<file path="src/rtl/vote_pkg.sv">
// ---------------------------------------------------------------------------
// vote_pkg
//
// Shared definitions for the voting-session sequencer and its neighbours.
//
// Contents:
//   vote_state_e   session FSM state (IDLE, OPEN, SETTLE), 2-bit encoding
//   RES_W_DEFAULT  default width of the voter result, tally and threshold
//   NP_W           width of the normal-voter ballot bus
//   VIP_W          width of the VIP ballot bus
//   CNT_W          width of the vote-window counter (covers WINDOW up to 255)
// ---------------------------------------------------------------------------
package vote_pkg;

    typedef enum logic [1:0] {
        IDLE   = 2'd0,
        OPEN   = 2'd1,
        SETTLE = 2'd2
    } vote_state_e;

    localparam int RES_W_DEFAULT = 8;
    localparam int NP_W          = 32;
    localparam int VIP_W         = 8;
    localparam int CNT_W         = 8;

endpackage

</file>
<file path="src/rtl/vote_session_ctrl.sv">
// ---------------------------------------------------------------------------
// vote_session_ctrl
//
// Wraps a weighted voter into discrete voting sessions. While idle the voter
// is held in reset and the ballot gates are closed. A session opens a vote
// window of WINDOW cycles in which requester ballots pass straight through to
// the voter, waits one settle cycle so the voter's registered result catches
// up with the last ballot, then latches the tally and compares it against the
// threshold captured at start.
//
// Parameters:
//   WINDOW  number of cycles the vote window stays open (1..255)
//   RES_W   width of voter result, tally and threshold
//
// Ports:
//   clk           system clock, rising edge
//   reset         asynchronous, active-high reset
//   start         request a new session (only honoured while idle)
//   abort         cancel the running session (ignored while idle)
//   threshold     pass threshold, captured when a start is accepted
//   np_in         normal-voter ballots from requesters
//   vip_in        VIP ballots
//   vvip_in       VVIP ballot
//   voter_reset   reset to the voter, high while idle
//   voter_np      gated normal ballots to the voter
//   voter_vip     gated VIP ballots to the voter
//   voter_vvip    gated VVIP ballot to the voter
//   voter_result  registered result from the voter
//   busy          session in progress
//   done          one-cycle pulse, session completed
//   aborted       one-cycle pulse, session cancelled
//   passed        last completed session met its threshold
//   tally         result of the last completed session
// ---------------------------------------------------------------------------
module vote_session_ctrl
    import vote_pkg::*;
#(
    parameter int WINDOW = 4,
    parameter int RES_W  = RES_W_DEFAULT
) (
    input  logic             clk,
    input  logic             reset,
    input  logic             start,
    input  logic             abort,
    input  logic [RES_W-1:0] threshold,
    input  logic [NP_W-1:0]  np_in,
    input  logic [VIP_W-1:0] vip_in,
    input  logic             vvip_in,
    output logic             voter_reset,
    output logic [NP_W-1:0]  voter_np,
    output logic [VIP_W-1:0] voter_vip,
    output logic             voter_vvip,
    input  logic [RES_W-1:0] voter_result,
    output logic             busy,
    output logic             done,
    output logic             aborted,
    output logic             passed,
    output logic [RES_W-1:0] tally
);

    // A window of zero cycles (or one longer than the counter can express)
    // is meaningless, so refuse to elaborate rather than misbehave silently.
    if (WINDOW < 1 || WINDOW > 255) begin : g_bad_window
        $error("vote_session_ctrl: WINDOW must be in 1..255");
    end

    localparam logic [CNT_W-1:0] WIN_LAST = CNT_W'(WINDOW - 1);

    vote_state_e      state_q;
    vote_state_e      state_d;
    logic [CNT_W-1:0] win_cnt;
    logic [RES_W-1:0] thr_q;
    logic             win_last;
    logic             accept_start;
    logic             do_abort;
    logic             do_capture;

    assign win_last = (win_cnt == WIN_LAST);
    assign busy     = (state_q != IDLE);

    // State register. Reset drops straight back to IDLE without producing
    // either a done or an aborted pulse.
    always_ff @(posedge clk or posedge reset) begin
        if (reset) begin
            state_q <= IDLE;
        end else begin
            state_q <= state_d;
        end
    end

    // Next-state and output decode. Everything seen by the voter is decoded
    // from the registered state only, so voter_reset and the gates cannot
    // glitch because of start/abort activity in the same cycle. The ballot
    // data itself is a plain combinational pass-through while OPEN. Abort is
    // checked ahead of the window end and the settle capture so a cancelled
    // session never reports a result.
    always_comb begin
        state_d      = state_q;
        accept_start = 1'b0;
        do_abort     = 1'b0;
        do_capture   = 1'b0;
        voter_reset  = 1'b1;
        voter_np     = '0;
        voter_vip    = '0;
        voter_vvip   = 1'b0;

        case (state_q)
            IDLE: begin
                if (start) begin
                    accept_start = 1'b1;
                    state_d      = OPEN;
                end
            end

            OPEN: begin
                voter_reset = 1'b0;
                voter_np    = np_in;
                voter_vip   = vip_in;
                voter_vvip  = vvip_in;
                if (abort) begin
                    do_abort = 1'b1;
                    state_d  = IDLE;
                end else if (win_last) begin
                    state_d = SETTLE;
                end
            end

            SETTLE: begin
                voter_reset = 1'b0;
                if (abort) begin
                    do_abort = 1'b1;
                end else begin
                    do_capture = 1'b1;
                end
                state_d = IDLE;
            end

            default: begin
                state_d = IDLE;
            end
        endcase
    end

    // Session datapath: window counter, captured threshold, result latch and
    // the done/aborted pulses. The counter restarts at zero on every accepted
    // start and only advances while the window is open, so the OPEN phase
    // always lasts exactly WINDOW cycles. tally/passed only move on a clean
    // settle, which keeps the previous result visible through aborts and
    // through the whole of the following session.
    always_ff @(posedge clk or posedge reset) begin
        if (reset) begin
            win_cnt <= '0;
            thr_q   <= '0;
            tally   <= '0;
            passed  <= 1'b0;
            done    <= 1'b0;
            aborted <= 1'b0;
        end else begin
            done    <= do_capture;
            aborted <= do_abort;

            if (accept_start) begin
                thr_q   <= threshold;
                win_cnt <= '0;
            end else if (state_q == OPEN) begin
                win_cnt <= win_cnt + 1'b1;
            end

            if (do_capture) begin
                tally  <= voter_result;
                passed <= (voter_result >= thr_q);
            end
        end
    end

endmodule
</file>
<file path="config.mk">
export PLATFORM = sky130hd
export DESIGN_NAME = vote_session_ctrl
export DESIGN_NICKNAME = d
export VERILOG_FILES = /design/src/rtl/vote_pkg.sv /design/src/rtl/vote_session_ctrl.sv
export SDC_FILE = /design/constraint.sdc
export NUM_CORES = 1
export LEC_CHECK = 0
export BUFFER_PORTS_ARGS = -buffer_cell sky130_fd_sc_hd__buf_2
export CAP_MARGIN = 20
export CORE_MARGIN = 10
export CORE_UTILIZATION = 43
export CTS_BUF_LIST = sky130_fd_sc_hd__clkbuf_8
export DETAILED_ROUTE_END_ITERATION = 16
export GPL_TIMING_DRIVEN = 0
export PLACE_DENSITY_LB_ADDON = 0.05
export SYNTH_ARGS = -nofsm -noshare
export SYNTH_HDL_FRONTEND = slang
export SYNTH_SLANG_ARGS = --single-unit
</file>
<file path="constraint.sdc">
create_clock -name clk -period 1.85 [get_ports clk]
set_input_delay 0.185 -clock clk [delete_from_list [all_inputs] [get_ports clk]]
set_output_delay 0.185 -clock clk [all_outputs]
set_load 0.01 [all_outputs]
</file>
; Word-level counts from Yosys, hierarchy flattened
; Cells that the tools add are included.
[classes]
n_lt_le_gt_ge = 1
n_addsub = 1
n_reduce_logical = 5
n_eq_ne = 5
n_mux = 16
[ops]
columns = cell, n
row1 = $mux W32, 1
row2 = $mux W8, 3
row3 = $add A8 B1 Y8 const B, 1
row4 = $eq A8 B2 Y1 const B, 1
row5 = $ge A8 B8 Y1, 1
row6 = $mux W1, 8
row7 = $mux W2, 3
row8 = $pmux W2 S2, 1
row9 = $reduce_bool A2 Y1, 2
row10 = $ne A3 B3 Y1 const B, 1
row11 = $eq A2 B1 Y1 const B, 1
row12 = $eq A2 B2 Y1 const B, 1
row13 = $logic_not A2 Y1, 1
row14 = $ne A2 B2 Y1 const B, 1
row15 = $reduce_and A2 Y1, 1
row16 = $reduce_or A2 Y1, 1
[word_totals]
elab_cells = 35
inputBits = 61
output_inout_bits = 54
regBits = 29

; Depth between registers and ports, before layout
[logic_depth]
depth_word = 4
mapped_depth = 7
ltp_nobuf = 6

; Worst setup path after synthesis
; OpenSTA, ideal clock, no wires.
[synth_timing]
path_kind = register -> register
start = register win_cnt[0]
end = register state_q[0]
period_less_slack_ns = 1.499
arrival_ns = 1.376
path_stages_with_launch = 6
setup_ns = 0.122
setup_slack_ns = 0.351
t_required_ns = 1.728
path_buffers = 0
cell_sequence = dfrtp_1 > ha_1 > or4b_4 > nor4_4 > o21a_1 > a21oi_1
[synth_via]
elab_chain_len = 3
[synth_rtl]
columns = element, line
row1 = from (decl), vote_session_ctrl.sv:71  ; logic [CNT_W-1:0] win_cnt;
row2 = from (signal assigned), vote_session_ctrl.sv:166  ; win_cnt <= win_cnt + 1'b1;
row3 = $eq A8 B2 Y1, vote_session_ctrl.sv:78  ; assign win_last = (win_cnt == WIN_LAST);
row4 = $ne A3 B3 Y1 (no line), -
row5 = $reduce_and A2 Y1 (no line), -
row6 = to (signal assigned), vote_session_ctrl.sv:87  ; state_q <= state_d;
row7 = to (decl), vote_session_ctrl.sv:69  ; vote_state_e state_q;
; Every way passes these cells.
; A chain may end at the register's enable or synchronous reset.

; Final worst setup path
[layout_timing]
start = register state_q[1]
end = output port voter_vvip
[layout_via]
elab_chain_len = 2
[layout_rtl]
columns = element, line
row1 = $eq A2 B1 Y1, vote_session_ctrl.sv:107  ; case (state_q)
row2 = $mux W1, vote_session_ctrl.sv:107
row3 = to (decl), vote_session_ctrl.sv:52  ; output logic voter_vvip,
; Every way passes these cells.

==> qor.txt <==
Pwr per Cell Area -> 1310 mW/mm^2
Syn Inst Count -> 176
Final min period -> 1.75 ns
Yosys warning count -> 0
Max-Slew Margin vs Limit -> 66.0%
Distinct cell type count after synthesis -> 28
Placed Cells incl. Taps -> 339
Worst-Skew Late Latency -> 0.27 ns
H-tree depth -> 2
Critical Path RT -> 1.66 ns
First-pass GRT wire length -> 7.87 mm
Fin crit share -> 94.8%
Number of buffers inserted by port buffering -> 114
Setup WS post-layout -> 0.0959 ns
Clock transition at path regs -> 0.07 ns
Max_cap viols -> 0
CTS tree -> built
Gr ovfl total -> 0
Final std cells w/o fill -> 349
Die Span Y -> 82.7 um
Layout cells sized above 1 -> 47.2%
# setup viols final -> 0
Largest net degree at the start of global routing -> 20
Dpl hpwl -> 4.19 mm
Filler cells -> 307
RSZ-0062 raised after global routing -> yes
Worst hold path type -> in2reg
Drt total wl -> 5.03 mm
P&R area growth vs syn -> 48.2%
Smallest hold slack -> 0.113 ns
Max clock buf depth -> 2
Fmax -> 570 MHz
Final Skew -> 0.00632 ns
Arr. time, crit path -> 1.57 ns
Root buffer cell -> clkbuf_8
Static leakage -> 1.41 nW
Seq cells post-synth -> 29
Overall power -> 3.29 mW
GRT Total Usage -> 14.5%
CTS buffer count -> 5
Avg Inst Size Synth -> 9.60 um^2
Drt drc -> 0
GPL Wtd Cong -> 0.744
DR vias -> 1,567
Sequential share of the synthesized area -> 43.0%
Core area -> 0.00372 mm^2
Antenna Violating Nets Remaining -> 0
Mapped Area -> 0.00169 mm^2
CTS sink count -> 29
I/O pin total -> 115
First-pass DRT Iterations -> 4
CP Class -> reg2out
CP Launch Type -> flop
Initial Util -> 45.5%
Flop2flop setup slack -> 0.22 ns
Initial antenna violation count -> 0
Status -> finished clean
Total die area -> 0.00684 mm^2
CP max FO -> 10
CP endpoint kind -> primary output
Worst slew pin tran -> 0.510 ns
Syn_nets -> 249
Die width -> 82.7 um
Peak supply drop -> 895 uV
Final net count -> 373
Fin util -> 67.4%
Via/cell ratio -> 4.49
Avg WL per Cell -> 14.4 um
Slew Limit Fails -> 0
Pre-CTS setup slack -> 0.00423 ns
Rows -> 22
Vias in the first global route -> 1,645
Antenna Cells -> 0
Initial DRC count -> 51
Endpoints failing hold -> 0
[placed cells by master (no fill, tap or decap), types with 2 or more instances in the layout]
master / Yosys / layout
buf_2: 1 / 118
and2_1: 43 / 43
dfrtp_1: 29 / 29
inv_1: 15 / 16
ha_1: 12 / 11
nand2_1: 10 / 10
o21ai_0: 10 / 10
mux2_2: 8 / 8
clkbuf_8: 0 / 7
nor2_1: 7 / 7
a21oi_1: 5 / 5
nand4_1: 3 / 3
a211oi_1: 3 / 3
xor2_1: 3 / 3
or3_1: 2 / 2
clkbuf_2: 0 / 2
nand2b_1: 2 / 2
nand3_1: 2 / 2
xnor2_1: 2 / 2
buf_4: 0 / 2
o211ai_1: 2 / 2
[sequential cells by signal, summed over array words and instances (netlist names)]
| register | count |
|---|---|
| aborted | 1 |
| done | 1 |
| win_cnt | 8 |
| tally | 8 |
| state_q | 2 |
| thr_q | 8 |
| passed | 1 |
[layout make-up]
| type | instances | area [um^2] | area share, % |
|---|---|---|---|
| multi-input cells | 123 | 875 | 34.9 |
| flip-flops and latches | 29 | 726 | 29.0 |
| repair buffers | 117 | 616 | 24.6 |
| clock buffers | 6 | 82.6 | 3.30 |
| well taps | 48 | 60.1 | 2.40 |
| inverters | 15 | 56.3 | 2.25 |
| plain buffers | 9 | 55.1 | 2.20 |
| clock inverters | 2 | 33.8 | 1.35 |
[critical path, cell delays in order (launching register included)]
cell,delay (ns)
dfrtp_1,0.39
inv_1,0.09
ha_2,0.20
clkbuf_8,0.17
buf_2,0.17
and2_1,0.14
buf_2,0.13
[repair_timing]
action | 4_1_cts | 5_1_grt
gates resized for setup | 7 | 11
hold buffers | 1 | 0
setup buffers | 0 | 1
hold endpoints to repair | 10 | 0
setup endpoints to repair | 41 | 44
[routing by layer]
| metal | wire [um] | vias up | global-route usage [%] |
|---|---|---|---|
| met4 | 27 | 0 | 3.34 |
| met1 | 1870 | 693 | 16.8 |
| li1 | - | 823 | - |
| met2 | 2660 | 49 | 23.5 |
| met5 | 0 | - | 0 |
| met3 | 477 | 2 | 7.02 |
[path summary, 6_finish.rpt]
kind | from | endpoint | cells after the start
worst max-delay path | state_q[1] | voter_vvip | 6
worst min-delay path | threshold[5] | thr_q[5] | 3
worst max register to register | state_q[0] | thr_q[3] | 7
worst min register to register | tally[0] | tally[0] | 1
max in group asynchronous | reset | thr_q[3] | 4
min in group asynchronous | reset | win_cnt[5] | 3
[through the flow]
step | setup TNS, ns | area (um^2)
finish | 0 | 2500
global route | -0.172 | 2500
CTS | 0 | 2490
detailed placement | 0 | 2350
global placement | -0.242 | 2320
floorplan | 0 | 1690
[cell usage after synthesis]
library cell	instances	area [um^2]
and2_1	43	269
dfrtp_1	29	726
inv_1	15	56.3
ha_1	12	150
nand2_1	10	37.5
o21ai_0	10	50.1
clkbuf_1	8	30.0
mux2_2	8	90.1
nor2_1	7	26.3
a21oi_1	5	25.0
a211oi_1	3	22.5
nand4_1	3	18.8
xor2_1	3	26.3
nand2b_1	2	12.5
nand3_1	2	10.0
o211ai_1	2	15.0
or3_1	2	12.5
xnor2_1	2	17.5
buf_2	1	5.00
mux2_1	1	11.3
mux2i_1	1	10.0
nor2b_1	1	6.26
nor3_1	1	5.00
nor4_4	1	21.3
o21a_1	1	7.51
o21ai_1	1	5.00
o22a_1	1	8.76
or4b_4	1	13.8
[where the power goes]
| group | switching (mW) | internal (mW) |
|---|---|---|
| combinational | 0.898 | 0.788 |
| sequential | 0.0993 | 0.840 |
| clock | 0.230 | 0.433 |
| total | 1.23 | 2.06 |
[logic make-up (layout without fill, tap and decap cells)]
kind of cell | count (synthesis) | in the layout | synth area share, %
buffers and inverters | 24 | 149 | 5.41
flip-flops | 29 | 29 | 43.0
AO/OA/AOI/OAI | 23 | 23 | 7.93
XOR/XNOR | 5 | 5 | 2.59
adder cells (fa/ha/maj) | 12 | 12 | 8.89
AND/OR/NAND/NOR | 73 | 73 | 25.6
multiplexers | 10 | 10 | 6.59
No activity file was read; power rests on OpenSTA's default activity.
